**src/rtl/wb_backdoor_arbiter.sv**
```systemverilog
// Two-master to three-slave Wishbone arbiter with round-robin tie-break,
// registered slave-side request, per-transfer timeout and abort on cyc drop.
module wb_backdoor_arbiter #(
  parameter int unsigned TIMEOUT = 15
) (
  input  logic        clock,
  input  logic        reset,
  input  logic [31:0] m0_wb_data_i,
  input  logic [31:0] m0_wb_addr_i,
  input  logic        m0_wb_cyc_i,
  input  logic        m0_wb_strobe_i,
  input  logic        m0_wb_we_i,
  output logic [31:0] m0_wb_data_o,
  output logic        m0_wb_ack_o,
  output logic        m0_wb_err_o,
  input  logic [31:0] m1_wb_data_i,
  input  logic [31:0] m1_wb_addr_i,
  input  logic        m1_wb_cyc_i,
  input  logic        m1_wb_strobe_i,
  input  logic        m1_wb_we_i,
  output logic [31:0] m1_wb_data_o,
  output logic        m1_wb_ack_o,
  output logic        m1_wb_err_o,
  output logic [31:0] s_wb_data_o,
  output logic [31:0] s_wb_addr_o,
  output logic        s_wb_we_o,
  output logic        s_wb_cyc_o,
  output logic [2:0]  s_wb_strobe_o,
  input  logic [31:0] s_wb_data_i_0,
  input  logic [31:0] s_wb_data_i_1,
  input  logic [31:0] s_wb_data_i_2,
  input  logic [2:0]  s_wb_ack_i,
  output logic        busy_o,
  output logic        owner_o
);

  typedef enum logic [1:0] {IDLE, ACTIVE, DONE} state_t;

  state_t      state_q, state_d;
  logic        last_q, last_d;
  logic        owner_q, owner_d;
  logic        errFlag_q, errFlag_d;
  logic [7:0]  timer_q, timer_d;
  logic [31:0] addr_q, addr_d;
  logic [31:0] wdata_q, wdata_d;
  logic        we_q, we_d;
  logic        cyc_q, cyc_d;
  logic [2:0]  strobe_q, strobe_d;
  logic [31:0] m0Data_q, m0Data_d;
  logic [31:0] m1Data_q, m1Data_d;

  logic        req0, req1, winner, ownerCyc, selAck;
  logic [31:0] winAddr;
  logic [31:0] readData;

  always_ff @(posedge clock) begin
    if (reset) begin
      state_q   <= IDLE;
      last_q    <= 1'b1;
      owner_q   <= 1'b0;
      errFlag_q <= 1'b0;
      timer_q   <= 8'd0;
      addr_q    <= 32'd0;
      wdata_q   <= 32'd0;
      we_q      <= 1'b0;
      cyc_q     <= 1'b0;
      strobe_q  <= 3'b000;
      m0Data_q  <= 32'd0;
      m1Data_q  <= 32'd0;
    end else begin
      state_q   <= state_d;
      last_q    <= last_d;
      owner_q   <= owner_d;
      errFlag_q <= errFlag_d;
      timer_q   <= timer_d;
      addr_q    <= addr_d;
      wdata_q   <= wdata_d;
      we_q      <= we_d;
      cyc_q     <= cyc_d;
      strobe_q  <= strobe_d;
      m0Data_q  <= m0Data_d;
      m1Data_q  <= m1Data_d;
    end
  end

  always_comb begin
    state_d   = state_q;
    last_d    = last_q;
    owner_d   = owner_q;
    errFlag_d = errFlag_q;
    timer_d   = timer_q;
    addr_d    = addr_q;
    wdata_d   = wdata_q;
    we_d      = we_q;
    cyc_d     = cyc_q;
    strobe_d  = strobe_q;
    m0Data_d  = m0Data_q;
    m1Data_d  = m1Data_q;

    req0     = m0_wb_cyc_i & m0_wb_strobe_i;
    req1     = m1_wb_cyc_i & m1_wb_strobe_i;
    // On a tie the master that was not granted last wins.
    winner   = (req0 && req1) ? ~last_q : req1;
    winAddr  = winner ? m1_wb_addr_i : m0_wb_addr_i;
    ownerCyc = owner_q ? m1_wb_cyc_i : m0_wb_cyc_i;
    selAck   = |(s_wb_ack_i & strobe_q);

    readData = 32'd0;
    if (strobe_q[0]) readData = s_wb_data_i_0;
    if (strobe_q[1]) readData = s_wb_data_i_1;
    if (strobe_q[2]) readData = s_wb_data_i_2;

    case (state_q)
      IDLE: begin
        errFlag_d = 1'b0;
        if (req0 || req1) begin
          owner_d = winner;
          last_d  = winner;
          addr_d  = winAddr;
          wdata_d = winner ? m1_wb_data_i : m0_wb_data_i;
          we_d    = winner ? m1_wb_we_i : m0_wb_we_i;
          timer_d = 8'd0;
          if (winAddr[17:16] == 2'd3) begin
            state_d   = DONE;
            errFlag_d = 1'b1;
            cyc_d     = 1'b0;
            strobe_d  = 3'b000;
          end else begin
            state_d  = ACTIVE;
            cyc_d    = 1'b1;
            strobe_d = 3'b001 << winAddr[17:16];
          end
        end
      end
      ACTIVE: begin
        if (!ownerCyc) begin
          state_d  = IDLE;
          cyc_d    = 1'b0;
          strobe_d = 3'b000;
        end else if (selAck) begin
          state_d  = DONE;
          cyc_d    = 1'b0;
          strobe_d = 3'b000;
          if (!we_q) begin
            if (owner_q) m1Data_d = readData;
            else         m0Data_d = readData;
          end
        end else if (timer_q == 8'(TIMEOUT - 1)) begin
          state_d   = DONE;
          errFlag_d = 1'b1;
          cyc_d     = 1'b0;
          strobe_d  = 3'b000;
        end else begin
          timer_d = timer_q + 8'd1;
        end
      end
      DONE: begin
        state_d = IDLE;
      end
      default: begin
        state_d = IDLE;
      end
    endcase
  end

  assign m0_wb_ack_o   = (state_q == DONE) && !owner_q && !errFlag_q;
  assign m0_wb_err_o   = (state_q == DONE) && !owner_q &&  errFlag_q;
  assign m1_wb_ack_o   = (state_q == DONE) &&  owner_q && !errFlag_q;
  assign m1_wb_err_o   = (state_q == DONE) &&  owner_q &&  errFlag_q;
  assign m0_wb_data_o  = m0Data_q;
  assign m1_wb_data_o  = m1Data_q;
  assign s_wb_data_o   = wdata_q;
  assign s_wb_addr_o   = addr_q;
  assign s_wb_we_o     = we_q;
  assign s_wb_cyc_o    = cyc_q;
  assign s_wb_strobe_o = strobe_q;
  assign busy_o        = (state_q != IDLE);
  assign owner_o       = owner_q;

endmodule

```
**config.mk**
```make
export PLATFORM = sky130hd
export DESIGN_NAME = wb_backdoor_arbiter
export DESIGN_NICKNAME = d
export VERILOG_FILES = /design/src/rtl/wb_backdoor_arbiter.sv
export SDC_FILE = /design/constraint.sdc
export NUM_CORES = 1
export LEC_CHECK = 0
export ABC_AREA = 1
export BUFFER_PORTS_ARGS = -buffer_cell sky130_fd_sc_hd__buf_4
export CAP_MARGIN = 20
export CORE_MARGIN = 8
export CORE_UTILIZATION = 44
export CTS_BUF_LIST = sky130_fd_sc_hd__clkbuf_8
export DETAILED_ROUTE_END_ITERATION = 10
export GPL_ROUTABILITY_DRIVEN = 0
export PLACE_DENSITY = 0.8
export SYNTH_ARGS = -nofsm -noshare
export SYNTH_HDL_FRONTEND = slang
export SYNTH_SLANG_ARGS = --single-unit
```
**constraint.sdc**
```tcl
create_clock -name clock -period 2 [get_ports clock]
set_input_delay 0 -clock clock [delete_from_list [all_inputs] [get_ports clock]]
set_output_delay 0 -clock clock [all_outputs]
set_load 0.01 [all_outputs]
```
==> impl_metrics.csv <==
group,metric,value,unit
routing,viasPerCell,5.444,
finish,final_common_cell,"buf_4",
yosys,synth.ff_latch_count,146,
power,internal_power,5.122,mW
power,power.density,649.1,nW/um^2
yosys,ys_warn_count,0,
floorplan,floorplan.die_area,20650,um^2
floorplan,placementRows,46,
floorplan,die_x,143.7,um
timing,worst_margin_slew,0.6137,ns
placement,detailed_place_hpwl,20150,um
routing,remaining_drc_errors,0,
finish,design.final.nets,1659,
routing,drt_wl_total,32490,um
global_route,gr_util_all_layers,0.2988,
power,combinational_power_share,0.298,
critical_path,crit_fanout,13,
clock_tree,root_buffer,"clkbuf_8",
timing,timing_max_transition_violations_final,0,
power,cellLeakagePower,5.234,nW
finish,non_filler_cells_in_the_finished_layout,1650,
flow_run,drv.max_cap_violation_count,0,
routing,first_pass_iters,9,
timing,hold_viol,0,
finish,filler_cell_count,1116,
placement,postPlaceCellArea,10030,um^2
power,power.share.clock,0.279,
timing,fmax,525.1,MHz
timing,finalSetupViolCount,0,
finish,layout-drive-gt1-share,0.3485,
clock_tree,tritoncts_buffers,17,
placement,place.detailed.instances,1489,
yosys,ys_seq_area_frac,0.4074,
yosys,synth_adder_area_share,0.003488,
routing,route.antenna.remaining_nets,0,
clock_tree,cts_setup_buffers,0,
timing,rsz0062_at_grt,"false",
critical_path,critical_path_class,"register to register",
yosys,synth_nets,1195,
floorplan,core_region_area,15890,um^2
yosys,postSynthAreaPerCell,7.489,um^2
timing,fin_setup_tns,0,ns
hold_path,hold_end,"m1_wb_data_o[21]",
critical_path,cp_data_arrival_time,2.24,ns
power,power.ir.vdd_worst,0.5708,mV
power,seq_power_share,0.423,
yosys,synth_cells,958,
yosys,synth-compound-area-share,0.2560,
clock_tree,clkLatencyLatePin,0.45,ns
critical_path,worst_setup_path_end_kind,"register",
floorplan,chip_height,143.7,um
timing,layout_worst_path_cycle_share,0.9522,
status,run_status,"completed",
critical_path,crit-reg2reg-capture,"s_wb_addr_o[25]",
clock_tree,bufs_on_longest_clock_path,2,
timing,period_minus_slack,1.904,ns
global_route,grt_max_degree,69,
hold_path,hold_path.class,"primary input to register",
finish,stdcell_area,11700,um^2
yosys,yosys.area_share.xor_xnor,0.004883,
placement,input_output_buffers,373,
global_route,first_pass_grt_wire_length,48040,um
floorplan,floorplan.initialDensity,0.4516,
routing,violation_count_after_the_first_detailed_routing_iteration,605,
global_route,grt_remaining_overflow,0,
power,net-switching-power,2.471,mW
power,report.power.total,7.593,mW
timing,maxSlewHeadroom,0.5909,
global_route,antenna_found_initial,2,
clock_tree,clock_tree_from_tritoncts,"yes",
yosys,synth_top_area_cell,"dfxtp_1",
routing,post_drt_wl_per_cell,19.69,um
yosys,netlist_area,7174,um^2
finish,final_cell_mix,"buf_4 (383), nor2_1 (185), dfxtp_1 (146)",
yosys,synth.area.top_cells,"dfxtp_1 (41%), o31ai_2 (10%), a21oi_1 (9.8%), nor2_1 (9.7%), nand3_1 (7.7%)",
critical_path,reg2reg_from,"state_q[0]",
yosys,distinct_cell_type_count_of_the_synthesized_netlist,35,
timing,skew,0.01821,ns
clock_tree,clock_sinks,146,
hold_path,min_delay_path_depth,5,
yosys,synth_simple_gate_area_share,0.2241,
yosys,yosys-mux-area-fraction,0,
timing,postLayoutSetupSlackWorst,0.09569,ns
yosys,main_combinational_cell_family_by_area_after_synthesis,"compound AO/OA/AOI/OAI gates",
critical_path,r2r_slack,0.1,ns
floorplan,io_pins,374,
clock_tree,htree_levels,4,
critical_path,worst_r2r_path_depth,7,
critical_path,worstSetupStartpointType,"register",
finish,area.growth.synth_to_final,63.05,%
global_route,grt_pass1_vias,8967,
routing,routed-via-count,8982,
placement,dp_slack,0.3761,ns
yosys,synth_top_area_frac,0.4074,
clock_tree,worst_setup_hold_path_clk_slew,0.08,ns
hold_path,hp-start,"s_wb_data_i_0[21]",
critical_path,required,2.34,ns
power,proportion_of_total_power_due_to_net_switching,0.3254,
## power groups by stage
| stage | logic [mW] | clock network [mW] | registers, mW |
|---|---|---|---|
| floorplan | 0.983 | 0 | 3.32 |
| global placement | 1.93 | 0 | 3.25 |
| detailed placement | 1.94 | 0 | 3.26 |
| CTS | 2.17 | 2.14 | 3.19 |
| global route | 2.41 | 2.26 | 3.23 |
| finish | 2.26 | 2.11 | 3.21 |
## final cells by class
type                       count  area [um^2]  share of cell area
clock buffer                  18        247.7             0.02118
tap                          216        270.3             0.02310
timing repair buffer         519         4297              0.3673
inverter                      89        340.3             0.02909
antenna                        2        5.005           0.0004279
clock inverter                11        93.84            0.008022
sequential                   146         2923              0.2499
multi-input combinational    649         3521              0.3010
## Yosys cell counts, drive strengths merged
| cell type | number |
|---|---|
| xor2 | 3 |
| nor2 | 189 |
| clkinv | 1 |
| clkbuf | 26 |
| o21bai | 1 |
| xnor2 | 1 |
| a31oi | 1 |
| dfxtp | 146 |
| inv | 88 |
| nand2 | 60 |
| a21oi | 141 |
| o21ai | 69 |
| or2 | 1 |
| nand3 | 113 |
| nor3 | 1 |
| ha | 2 |
| buf | 48 |
| o31ai | 63 |
| and2 | 1 |
| nand4 | 3 |
## repair_timing
action                                 4_1_cts  5_1_grt
setup endpoints to repair                    0        6
resized for setup                            0        4
hold buffers                               130        0
endpoints found under the hold margin       75        0
## per-stage QoR
stage                     hold WS [ns]  utilization
after floorplan                 0.2024            -
after global placement          0.2719       0.6316
after detailed placement        0.2685       0.6316
after CTS                     0.002462       0.7350
after global routing           0.03845       0.7364
final                          0.03435       0.7364
## registers in the layout, indices dropped and copies added, names as in the netlist
signal / cells
owner_o: 1
s_wb_strobe_o: 3
last_q: 1
s_wb_addr_o: 32
s_wb_cyc_o: 1
m0_wb_data_o: 32
errFlag_q: 1
m1_wb_data_o: 32
s_wb_we_o: 1
s_wb_data_o: 32
timer_q: 8
state_q: 2
## critical path, cell delays in order, from the launching register on
cell           delay (ns)
dfxtp_1              0.36
nor2_4               0.17
inv_2                0.07
nor2_4               0.22
inv_2                0.18
nand3_1              0.15
o31ai_2              0.09
dlygate4sd3_1        0.56
## routing by layer
layer	global-route usage	wire [um]	part of all wire	vias to the layer above
met5	0	0	0	-
met4	0.2147	2201	0.068	0
met3	0.08892	3439	0.11	143
met2	0.4946	15300	0.47	598
met1	0.3215	11560	0.36	4111
li1	-	-	-	4130
## how the worst max path moves through the flow
stage                           startpoint               end  slack [ns]  cells past startpoint
after global routing            state_q[0]   s_wb_addr_o[29]        0.02                      7
after floorplan           s_wb_strobe_o[2]  m1_wb_data_o[23]        0.62                      7
after detailed placement            last_q  s_wb_strobe_o[1]        0.38                      9
after CTS                       state_q[0]   s_wb_addr_o[27]        0.12                      6
final                           state_q[0]   s_wb_addr_o[25]         0.1                      7
after global placement              last_q  s_wb_strobe_o[2]        0.36                      8
## kinds of logic after synthesis
kind of cell	count (synthesis)
adder cells (fa/ha/maj)	2
AND/OR/NAND/NOR	368
flip-flops	146
XOR/XNOR	4
AO/OA/AOI/OAI	275
buffers and inverters	163
Power figures use the tool's default switching activity.
